==> src/rtl/h264_pkg.sv <==
// Shared types and constants for the macroblock fetch scheduler.
package h264_pkg;

    typedef enum logic [1:0] {
        PLANE_Y = 2'd0,
        PLANE_U = 2'd1,
        PLANE_V = 2'd2
    } plane_e;

    typedef enum logic [2:0] {
        ST_IDLE,
        ST_FETCH_Y,
        ST_FETCH_U,
        ST_FETCH_V,
        ST_DRAIN,
        ST_WAIT_ACK,
        ST_DONE
    } fetch_state_e;

    localparam int MB_Y_WORDS  = 64;
    localparam int MB_C_WORDS  = 16;
    localparam int MB_WORDS    = 96;
    localparam int Y_ROW_WORDS = 4;
    localparam int C_ROW_WORDS = 2;

    function automatic plane_e state_plane(input fetch_state_e s);
        case (s)
            ST_FETCH_U: return PLANE_U;
            ST_FETCH_V: return PLANE_V;
            default:    return PLANE_Y;
        endcase
    endfunction

endpackage

==> src/rtl/h264_mb_addr_gen.sv <==
// Word-address generator: tracks MB and row base addresses incrementally,
// so no multiplier is needed; fetch_addr is the current row base plus column.
module h264_mb_addr_gen #(
    parameter int          MB_W   = 11,
    parameter logic [31:0] Y_BASE = 32'd0,
    parameter logic [31:0] U_BASE = 32'd6336,
    parameter logic [31:0] V_BASE = 32'd7920
) (
    input  logic        clk_i,
    input  logic        rst_ni,
    input  logic        frame_start_i,
    input  logic        mb_next_i,
    input  logic        adv_i,
    input  logic        col_last_i,
    input  logic        row_last_i,
    input  logic [1:0]  plane_i,
    input  logic [1:0]  col_i,
    input  logic [5:0]  mb_x_i,
    output logic [31:0] fetch_addr_o
);
    import h264_pkg::*;

    localparam logic [31:0] Y_STRIDE = 32'(MB_W * Y_ROW_WORDS);
    localparam logic [31:0] C_STRIDE = 32'(MB_W * C_ROW_WORDS);
    localparam logic [31:0] Y_STEP   = 32'(Y_ROW_WORDS);
    localparam logic [31:0] C_STEP   = 32'(C_ROW_WORDS);
    // Jump from the last MB of a row to the first MB of the next MB row.
    localparam logic [31:0] Y_WRAP   = 32'(MB_W * MB_Y_WORDS - (MB_W - 1) * Y_ROW_WORDS);
    localparam logic [31:0] C_WRAP   = 32'(MB_W * MB_C_WORDS - (MB_W - 1) * C_ROW_WORDS);

    logic [31:0] y_mb_q, y_mb_d;
    logic [31:0] c_mb_q, c_mb_d;
    logic [31:0] row_base_q, row_base_d;
    logic        wrap;

    assign wrap = (mb_x_i == 6'(MB_W - 1));

    always_comb begin
        y_mb_d     = y_mb_q;
        c_mb_d     = c_mb_q;
        row_base_d = row_base_q;
        if (frame_start_i) begin
            y_mb_d     = Y_BASE;
            c_mb_d     = 32'd0;
            row_base_d = Y_BASE;
        end else if (mb_next_i) begin
            y_mb_d     = y_mb_q + (wrap ? Y_WRAP : Y_STEP);
            c_mb_d     = c_mb_q + (wrap ? C_WRAP : C_STEP);
            row_base_d = y_mb_d;
        end else if (adv_i && col_last_i) begin
            if (!row_last_i) begin
                row_base_d = row_base_q + ((plane_i == PLANE_Y) ? Y_STRIDE : C_STRIDE);
            end else if (plane_i == PLANE_Y) begin
                row_base_d = U_BASE + c_mb_q;
            end else if (plane_i == PLANE_U) begin
                row_base_d = V_BASE + c_mb_q;
            end
        end
    end

    always_ff @(posedge clk_i) begin
        if (!rst_ni) begin
            y_mb_q     <= Y_BASE;
            c_mb_q     <= 32'd0;
            row_base_q <= Y_BASE;
        end else begin
            y_mb_q     <= y_mb_d;
            c_mb_q     <= c_mb_d;
            row_base_q <= row_base_d;
        end
    end

    assign fetch_addr_o = row_base_q + {30'd0, col_i};

endmodule

==> src/rtl/h264_mb_fetch_ctrl.sv <==
// Frame-level MB fetch scheduler: walks MBs in raster order, fetches Y/U/V
// words and forwards them through a one-deep tagged output register.
module h264_mb_fetch_ctrl #(
    parameter int          MB_W   = 11,
    parameter int          MB_H   = 9,
    parameter logic [31:0] Y_BASE = 32'd0,
    parameter logic [31:0] U_BASE = 32'd6336,
    parameter logic [31:0] V_BASE = 32'd7920
) (
    input  logic        clk_i,
    input  logic        rst_ni,
    input  logic        start_i,
    output logic [31:0] fetch_addr_o,
    input  logic [31:0] data_word_i,
    input  logic        data_valid_i,
    output logic        out_valid_o,
    input  logic        out_ready_i,
    output logic [31:0] out_data_o,
    output logic [1:0]  out_plane_o,
    output logic [3:0]  out_row_o,
    output logic [1:0]  out_col_o,
    output logic [5:0]  mb_x_o,
    output logic [5:0]  mb_y_o,
    output logic        mb_done_o,
    input  logic        mb_ack_i,
    output logic        busy_o,
    output logic        frame_done_o
);
    import h264_pkg::*;

    fetch_state_e state_q, state_d;
    logic [3:0]   row_q, row_d;
    logic [1:0]   col_q, col_d;
    logic [5:0]   mb_x_q, mb_x_d, mb_y_q, mb_y_d;
    logic         out_valid_q, out_valid_d;
    logic [31:0]  out_data_q, out_data_d;
    plane_e       out_plane_q, out_plane_d;
    logic [3:0]   out_row_q, out_row_d;
    logic [1:0]   out_col_q, out_col_d;

    plane_e cur_plane;
    logic   in_fetch, acc, col_last, row_last, frame_start, mb_next;

    assign cur_plane = state_plane(state_q);
    assign in_fetch  = state_q inside {ST_FETCH_Y, ST_FETCH_U, ST_FETCH_V};
    assign acc       = in_fetch && data_valid_i && (!out_valid_q || out_ready_i);
    assign col_last  = (cur_plane == PLANE_Y) ? (col_q == 2'd3) : (col_q == 2'd1);
    assign row_last  = (cur_plane == PLANE_Y) ? (row_q == 4'd15) : (row_q == 4'd7);

    always_comb begin
        state_d      = state_q;
        row_d        = row_q;
        col_d        = col_q;
        mb_x_d       = mb_x_q;
        mb_y_d       = mb_y_q;
        out_valid_d  = out_valid_q;
        out_data_d   = out_data_q;
        out_plane_d  = out_plane_q;
        out_row_d    = out_row_q;
        out_col_d    = out_col_q;
        frame_start  = 1'b0;
        mb_next      = 1'b0;
        mb_done_o    = 1'b0;
        frame_done_o = 1'b0;

        if (acc) begin
            out_valid_d = 1'b1;
            out_data_d  = data_word_i;
            out_plane_d = cur_plane;
            out_row_d   = row_q;
            out_col_d   = col_q;
            if (!col_last) begin
                col_d = col_q + 2'd1;
            end else if (!row_last) begin
                col_d = 2'd0;
                row_d = row_q + 4'd1;
            end else begin
                // After the final V word the counters park on it until the next MB.
                case (cur_plane)
                    PLANE_Y: begin state_d = ST_FETCH_U; row_d = 4'd0; col_d = 2'd0; end
                    PLANE_U: begin state_d = ST_FETCH_V; row_d = 4'd0; col_d = 2'd0; end
                    default: state_d = ST_DRAIN;
                endcase
            end
        end else if (out_ready_i) begin
            out_valid_d = 1'b0;
        end

        case (state_q)
            ST_IDLE: begin
                if (start_i) begin
                    state_d     = ST_FETCH_Y;
                    mb_x_d      = 6'd0;
                    mb_y_d      = 6'd0;
                    row_d       = 4'd0;
                    col_d       = 2'd0;
                    frame_start = 1'b1;
                end
            end
            ST_DRAIN: begin
                if (out_valid_q && out_ready_i) begin
                    mb_done_o = 1'b1;
                    state_d   = ST_WAIT_ACK;
                end
            end
            ST_WAIT_ACK: begin
                if (mb_ack_i) begin
                    if (mb_x_q == 6'(MB_W - 1) && mb_y_q == 6'(MB_H - 1)) begin
                        state_d = ST_DONE;
                    end else begin
                        state_d = ST_FETCH_Y;
                        mb_next = 1'b1;
                        row_d   = 4'd0;
                        col_d   = 2'd0;
                        if (mb_x_q == 6'(MB_W - 1)) begin
                            mb_x_d = 6'd0;
                            mb_y_d = mb_y_q + 6'd1;
                        end else begin
                            mb_x_d = mb_x_q + 6'd1;
                        end
                    end
                end
            end
            ST_DONE: begin
                frame_done_o = 1'b1;
                state_d      = ST_IDLE;
            end
            default: ;
        endcase
    end

    always_ff @(posedge clk_i) begin
        if (!rst_ni) begin
            state_q     <= ST_IDLE;
            row_q       <= 4'd0;
            col_q       <= 2'd0;
            mb_x_q      <= 6'd0;
            mb_y_q      <= 6'd0;
            out_valid_q <= 1'b0;
            out_data_q  <= 32'd0;
            out_plane_q <= PLANE_Y;
            out_row_q   <= 4'd0;
            out_col_q   <= 2'd0;
        end else begin
            state_q     <= state_d;
            row_q       <= row_d;
            col_q       <= col_d;
            mb_x_q      <= mb_x_d;
            mb_y_q      <= mb_y_d;
            out_valid_q <= out_valid_d;
            out_data_q  <= out_data_d;
            out_plane_q <= out_plane_d;
            out_row_q   <= out_row_d;
            out_col_q   <= out_col_d;
        end
    end

    h264_mb_addr_gen #(
        .MB_W   (MB_W),
        .Y_BASE (Y_BASE),
        .U_BASE (U_BASE),
        .V_BASE (V_BASE)
    ) u_addr_gen (
        .clk_i         (clk_i),
        .rst_ni        (rst_ni),
        .frame_start_i (frame_start),
        .mb_next_i     (mb_next),
        .adv_i         (acc),
        .col_last_i    (col_last),
        .row_last_i    (row_last),
        .plane_i       (cur_plane),
        .col_i         (col_q),
        .mb_x_i        (mb_x_q),
        .fetch_addr_o  (fetch_addr_o)
    );

    assign out_valid_o = out_valid_q;
    assign out_data_o  = out_data_q;
    assign out_plane_o = out_plane_q;
    assign out_row_o   = out_row_q;
    assign out_col_o   = out_col_q;
    assign mb_x_o      = mb_x_q;
    assign mb_y_o      = mb_y_q;
    assign busy_o      = (state_q != ST_IDLE);

endmodule

==> config.mk <==
export PLATFORM = sky130hd
export DESIGN_NAME = h264_mb_fetch_ctrl
export DESIGN_NICKNAME = d
export VERILOG_FILES = /design/src/rtl/h264_pkg.sv /design/src/rtl/h264_mb_addr_gen.sv /design/src/rtl/h264_mb_fetch_ctrl.sv
export SDC_FILE = /design/constraint.sdc
export NUM_CORES = 1
export LEC_CHECK = 0
export CORE_ASPECT_RATIO = 0.6
export CORE_UTILIZATION = 40
export DETAILED_ROUTE_END_ITERATION = 8
export PLACE_DENSITY = 0.65
export REMOVE_ABC_BUFFERS = 1
export SETUP_SLACK_MARGIN = 0.1
export SLEW_MARGIN = 20
export SYNTH_ARGS = -nofsm -noshare
export SYNTH_HDL_FRONTEND = slang
export SYNTH_SLANG_ARGS = --single-unit
==> constraint.sdc <==
create_clock -name clk_i -period 6.65 [get_ports clk_i]
set_input_delay 1.6625 -clock clk_i [delete_from_list [all_inputs] [get_ports clk_i]]
set_output_delay 1.6625 -clock clk_i [all_outputs]
set_load 0.1 [all_outputs]
* Word-level counts from Yosys, hierarchy flattened
Cells that the tools add are included.
Word-level totals: register bits after elaboration 158, bits of input ports 38, output and inout port bits 88, word-level logic and storage cells 116
Operators by class: add/subtract/negate cells 10, equality and inequality tests 18, multiplexer cells 55, bitwise gates (word level) 1, reductions and logical operators 19
Operators with widths (count):
- $mux 32 | 5
- $add 32x32->32 | 3
- $add 13x32->32 const A | 2
- $mux 6 | 8
- $add 32x2->32 | 1
- $mux 4 | 7
- $pmux 6 s2 | 2
- $mux 3 | 7
- $mux 2 | 7
- $add 6x1->6 const B | 2
- $eq 6x4->1 const B | 2
- $mux 1 | 12
- $pmux 3 s4 | 1
- $mux 10 | 1
- $eq 3x3->1 const B | 3
- $mux 8 | 1
- $pmux 2 s2 | 2
- $pmux 4 s2 | 1
- $eq 3x2->1 const B | 2
- $ne 2x2->1 const B | 3
- $pmux 3 s2 | 1
- $reduce_bool 2->1 | 3
- $reduce_bool 3->1 | 2
- $logic_and 1x1->1 | 5
- other kinds (18) | 20

* Logic depth before layout (Yosys ltp)
depth in word-level cells 11, depth in mapped cells 18, gate-level depth less buffers 14

* Modules after synthesis
From an unflattened synthesis, not the netlist that was laid out.
Second synthesis, totals: cells, all modules 1295, area total of the unflattened synthesis 9882.0 µm²
Modules (own cells, without submodules):
- h264_mb_addr_gen | instances 1, cells each 963, area an instance 7130.6 µm², seq. area each 1841.8 µm²
- h264_mb_fetch_ctrl | instances 1, cells each 332, area an instance 2751.4 µm², seq. area each 1241.2 µm²

* Least setup slack after synthesis
OpenSTA, ideal clock, no wires.
kind register to output, start register col_q[1], end output port fetch_addr_o[29], arrival time 3258 ps, data required time 4987 ps, slack 1730 ps, stages on the path, launching flop included 8, path buffers 0, cells stage by stage dfxtp_1 > ha_1 > and3_1 > and3_1 > nand2_1 > or3_1 > nor3_1 > xor2_1
On the way: longest elaborated chain between the ends 1
RTL lines:
- start: declaration | RTL line h264_mb_fetch_ctrl.sv:33 | logic [1:0] col_q, col_d;
- start signal: assignment | RTL line h264_mb_fetch_ctrl.sv:147 | col_q <= col_d;
- $add 32x2->32 | RTL line h264_mb_addr_gen.sv:73 | assign fetch_addr_o = row_base_q + {30'd0, col_i};
- end: declaration | RTL line h264_mb_fetch_ctrl.sv:13 | output logic [31:0] fetch_addr_o,
Every way passes these cells.

* Final worst setup path
Same ends and word-level chain as after synthesis.

==> flow_metrics.tcl <==
set metrics [dict create \
    clk_pin_slew_ps 70 \
    rsz0062_at_grt "no" \
    worstHoldStart "out_plane_o[0]" \
    setup_viol_count_final 0 \
    drive_above_1_share_pct 5.49 \
    yosysWarnings 0 \
    synth-seq-area-share_pct 32.1 \
    clockBufferDepth 2 \
    track_usage_pct 24.9 \
    grt_pass1_vias 8490 \
    yosys.area.top_type_share_pct 32.1 \
    hpwl_um 21800 \
    via_count 9264 \
    synth_edf_count 0 \
    holdBufCountCts 0 \
    maxCapViolations 0 \
    drt_pass1_iterations 5 \
    drt_wl_total_um 30000 \
    r2r-start "mb_x_o[0]" \
    r2r_setup_slack_ps 2020 \
    start_kind "register" \
    grt_max_degree 51 \
    netlist_area_sq_mm 0.00959 \
    holdCritPathClass "register to register" \
    slew_headroom_pct 25.0 \
    die_h_um 122 \
    yosys_register_bits 154 \
    fin_nets 1372 \
    place_congestion 0.915 \
    synth_area_leaders "dfxtp_1, xnor2_1, nand2_1, xor2_1, nor2_1" \
    synth.avg_cell_area_sq_um 7.72 \
    rows 43 \
    top_layer_used "met4" \
    tns_ps 0 \
    clk_latency_ps 440 \
    cts_resized 0 \
    outcome "finished, final reports clean" \
    htree_levels 4 \
    p_seq_share_pct 46.0 \
    cts_buffers 17 \
    port-buffer-count 125 \
    grt_pass1_wl_um 48000 \
    crit_type "register to output pin" \
    routed_via_density 5.63 \
    core_sq_mm 0.0233 \
    grt-ovfl-total 0 \
    drt-met1-wl_um 15200 \
    period_needed_ps 5540 \
    hold_ws_ps 460 \
    p_sw_share_pct 27.5 \
    crit_fanout 8 \
    cts_tree "built" \
    die_x_um 202 \
    fin_skew_ps 12.4 \
    post_drt_wl_per_cell_um 18.2 \
    clockRootBuffer "clkbuf_16" \
    ys.flop_type "dfxtp_1" \
    required_ps 4990 \
    cts.sinks 154 \
    synth_largest_area_cell "dfxtp_1" \
    drc 0 \
    post_cts_buffers 0 \
    p_per_area_mw_per_mm2 177 \
    synthArstFlopShare_pct 0 \
    synth_cell_types 88 \
    cp.arrival_ps 3880 \
    cp-end-kind "output pin" \
    intPower_w 0.00148 \
    drt_iter0_markers 1067 \
    yosysMostFrequentCell "nand2_1" \
    wl_met2_um 11000 \
    die-area_sq_mm 0.0246 \
    initial_utilization_pct 41.2 \
    ir_worst_vdd_mv 0.154 \
    ant_nets 0 \
    hold_viol 0 \
    area_growth_pct 20.2 \
    netlist_instances 1243 \
    synth.top_cells.by_count "nand2_1, dfxtp_1, nor2_1" \
    p_sw_w 0.000562 \
    antenna_found_initial 0 \
    maxSlewViolCount 0 \
    p_leak_nw 3.72 \
    tightest_slew_ps 1120 \
    wl_met3_um 3530 \
    io_pins 126 \
    period_share_pct 83.4 \
    fillCellCount 2274 \
    n_antenna_cell 0 \
    p_clk_share_pct 45.8 \
    fmaxAchievable_mhz 180 \
    crit_path_start "col_q[1]" \
    power_frac_comb_pct 8.2 \
    post-route-util_pct 49.5 \
]
==> cell families (layout without fill, tap and decap cells) <==
kind of cell,after synthesis,in the layout,synth area share (%)
AND/OR/NAND/NOR,545,545,27.2
AO/OA/AOI/OAI,276,276,20.2
flip-flops,154,154,32.1
XOR/XNOR,142,142,13.2
buffers and inverters,106,193,4.75
adder cells (fa/ha/maj),17,17,2.22
multiplexers,3,3,0.326
==> placed cells by master, fill, tap and decap left out, drive strengths merged, types with 43 or more instances in the layout <==
| master | n |
|---|---|
| nand2 | 171 |
| o21ai | 64 |
| nand3 | 43 |
| xnor2 | 78 |
| dfxtp | 154 |
| nor3 | 47 |
| clkdlybuf4s50 | 125 |
| a21boi | 43 |
| xor2 | 64 |
| a21oi | 59 |
| nor2 | 147 |
==> metal layers <==
metal / global-route usage [%] / vias up
met2: 31.5 / 432
met5: 0 / -
met1: 38.3 / 4293
li1: - / 4511
met4: 5.11 / 0
met3: 9.52 / 28
==> area by class of cell <==
cell class | instances | area (sq um) | share of cell area [%]
clock inverters | 13 | 111 | 0.966
multi-input cells | 983 | 6070 | 52.7
well taps | 315 | 394 | 3.42
inverters | 25 | 93.8 | 0.814
repair buffers | 136 | 1330 | 11.6
clock buffers | 19 | 443 | 3.84
flip-flops and latches | 154 | 3080 | 26.7
==> final timing paths <==
| path | endpoint | cells past startpoint |
|---|---|---|
| max | fetch_addr_o[29] | 8 |
| min | out_plane_o[0] | 2 |
| max reg2reg | u_addr_gen.row_base_q[16] | 14 |
| min reg2reg | out_plane_o[0] | 2 |
==> critical path, cell delays in order, from the launching register on <==
cell             delay, ps
dfxtp_1                460
ha_1                   250
and3_1                 270
and3_1                 250
nand2_1                200
or3_1                  460
nor3_1                 230
xor2_1                 170
clkdlybuf4s50_1       1150
==> registers in the layout, summed over array words and instances (netlist names) <==
name / flops
u_addr_gen.y_mb_q: 30
out_row_o: 4
out_valid_o: 1
out_col_o: 2
mb_y_o: 6
col_q: 2
state_q: 3
u_addr_gen.row_base_q: 31
out_data_o: 32
mb_x_o: 6
row_q: 4
u_addr_gen.c_mb_q: 31
out_plane_o: 2
==> power groups by stage <==
stage | logic (W) | registers, W | clock network, W
6_report | 0.000168 | 0.000938 | 0.000936
5_1_grt | 0.000177 | 0.000939 | 0.000997
4_1_cts | 0.000169 | 0.000938 | 0.000955
3_5_place_dp | 0.000168 | 0.000959 | 0
3_3_place_gp | 0.000168 | 0.000959 | 0
2_1_floorplan | 0.0000400 | 0.00102 | 0
==> through the flow <==
stage / power, W / instance area [sq um] / cells / setup WS, ps
2_1_floorplan: 0.00106 / 9230 / 1162 / 1680
3_3_place_gp: 0.00113 / 11000 / 1613 / 1440
3_5_place_dp: 0.00113 / 11000 / 1613 / 1440
4_1_cts: 0.00206 / 11500 / 1645 / 1080
5_1_grt: 0.00211 / 11500 / 1645 / 880
6_report: 0.00204 / 11500 / 1645 / 1110
No activity file was read; power rests on OpenSTA's default activity.
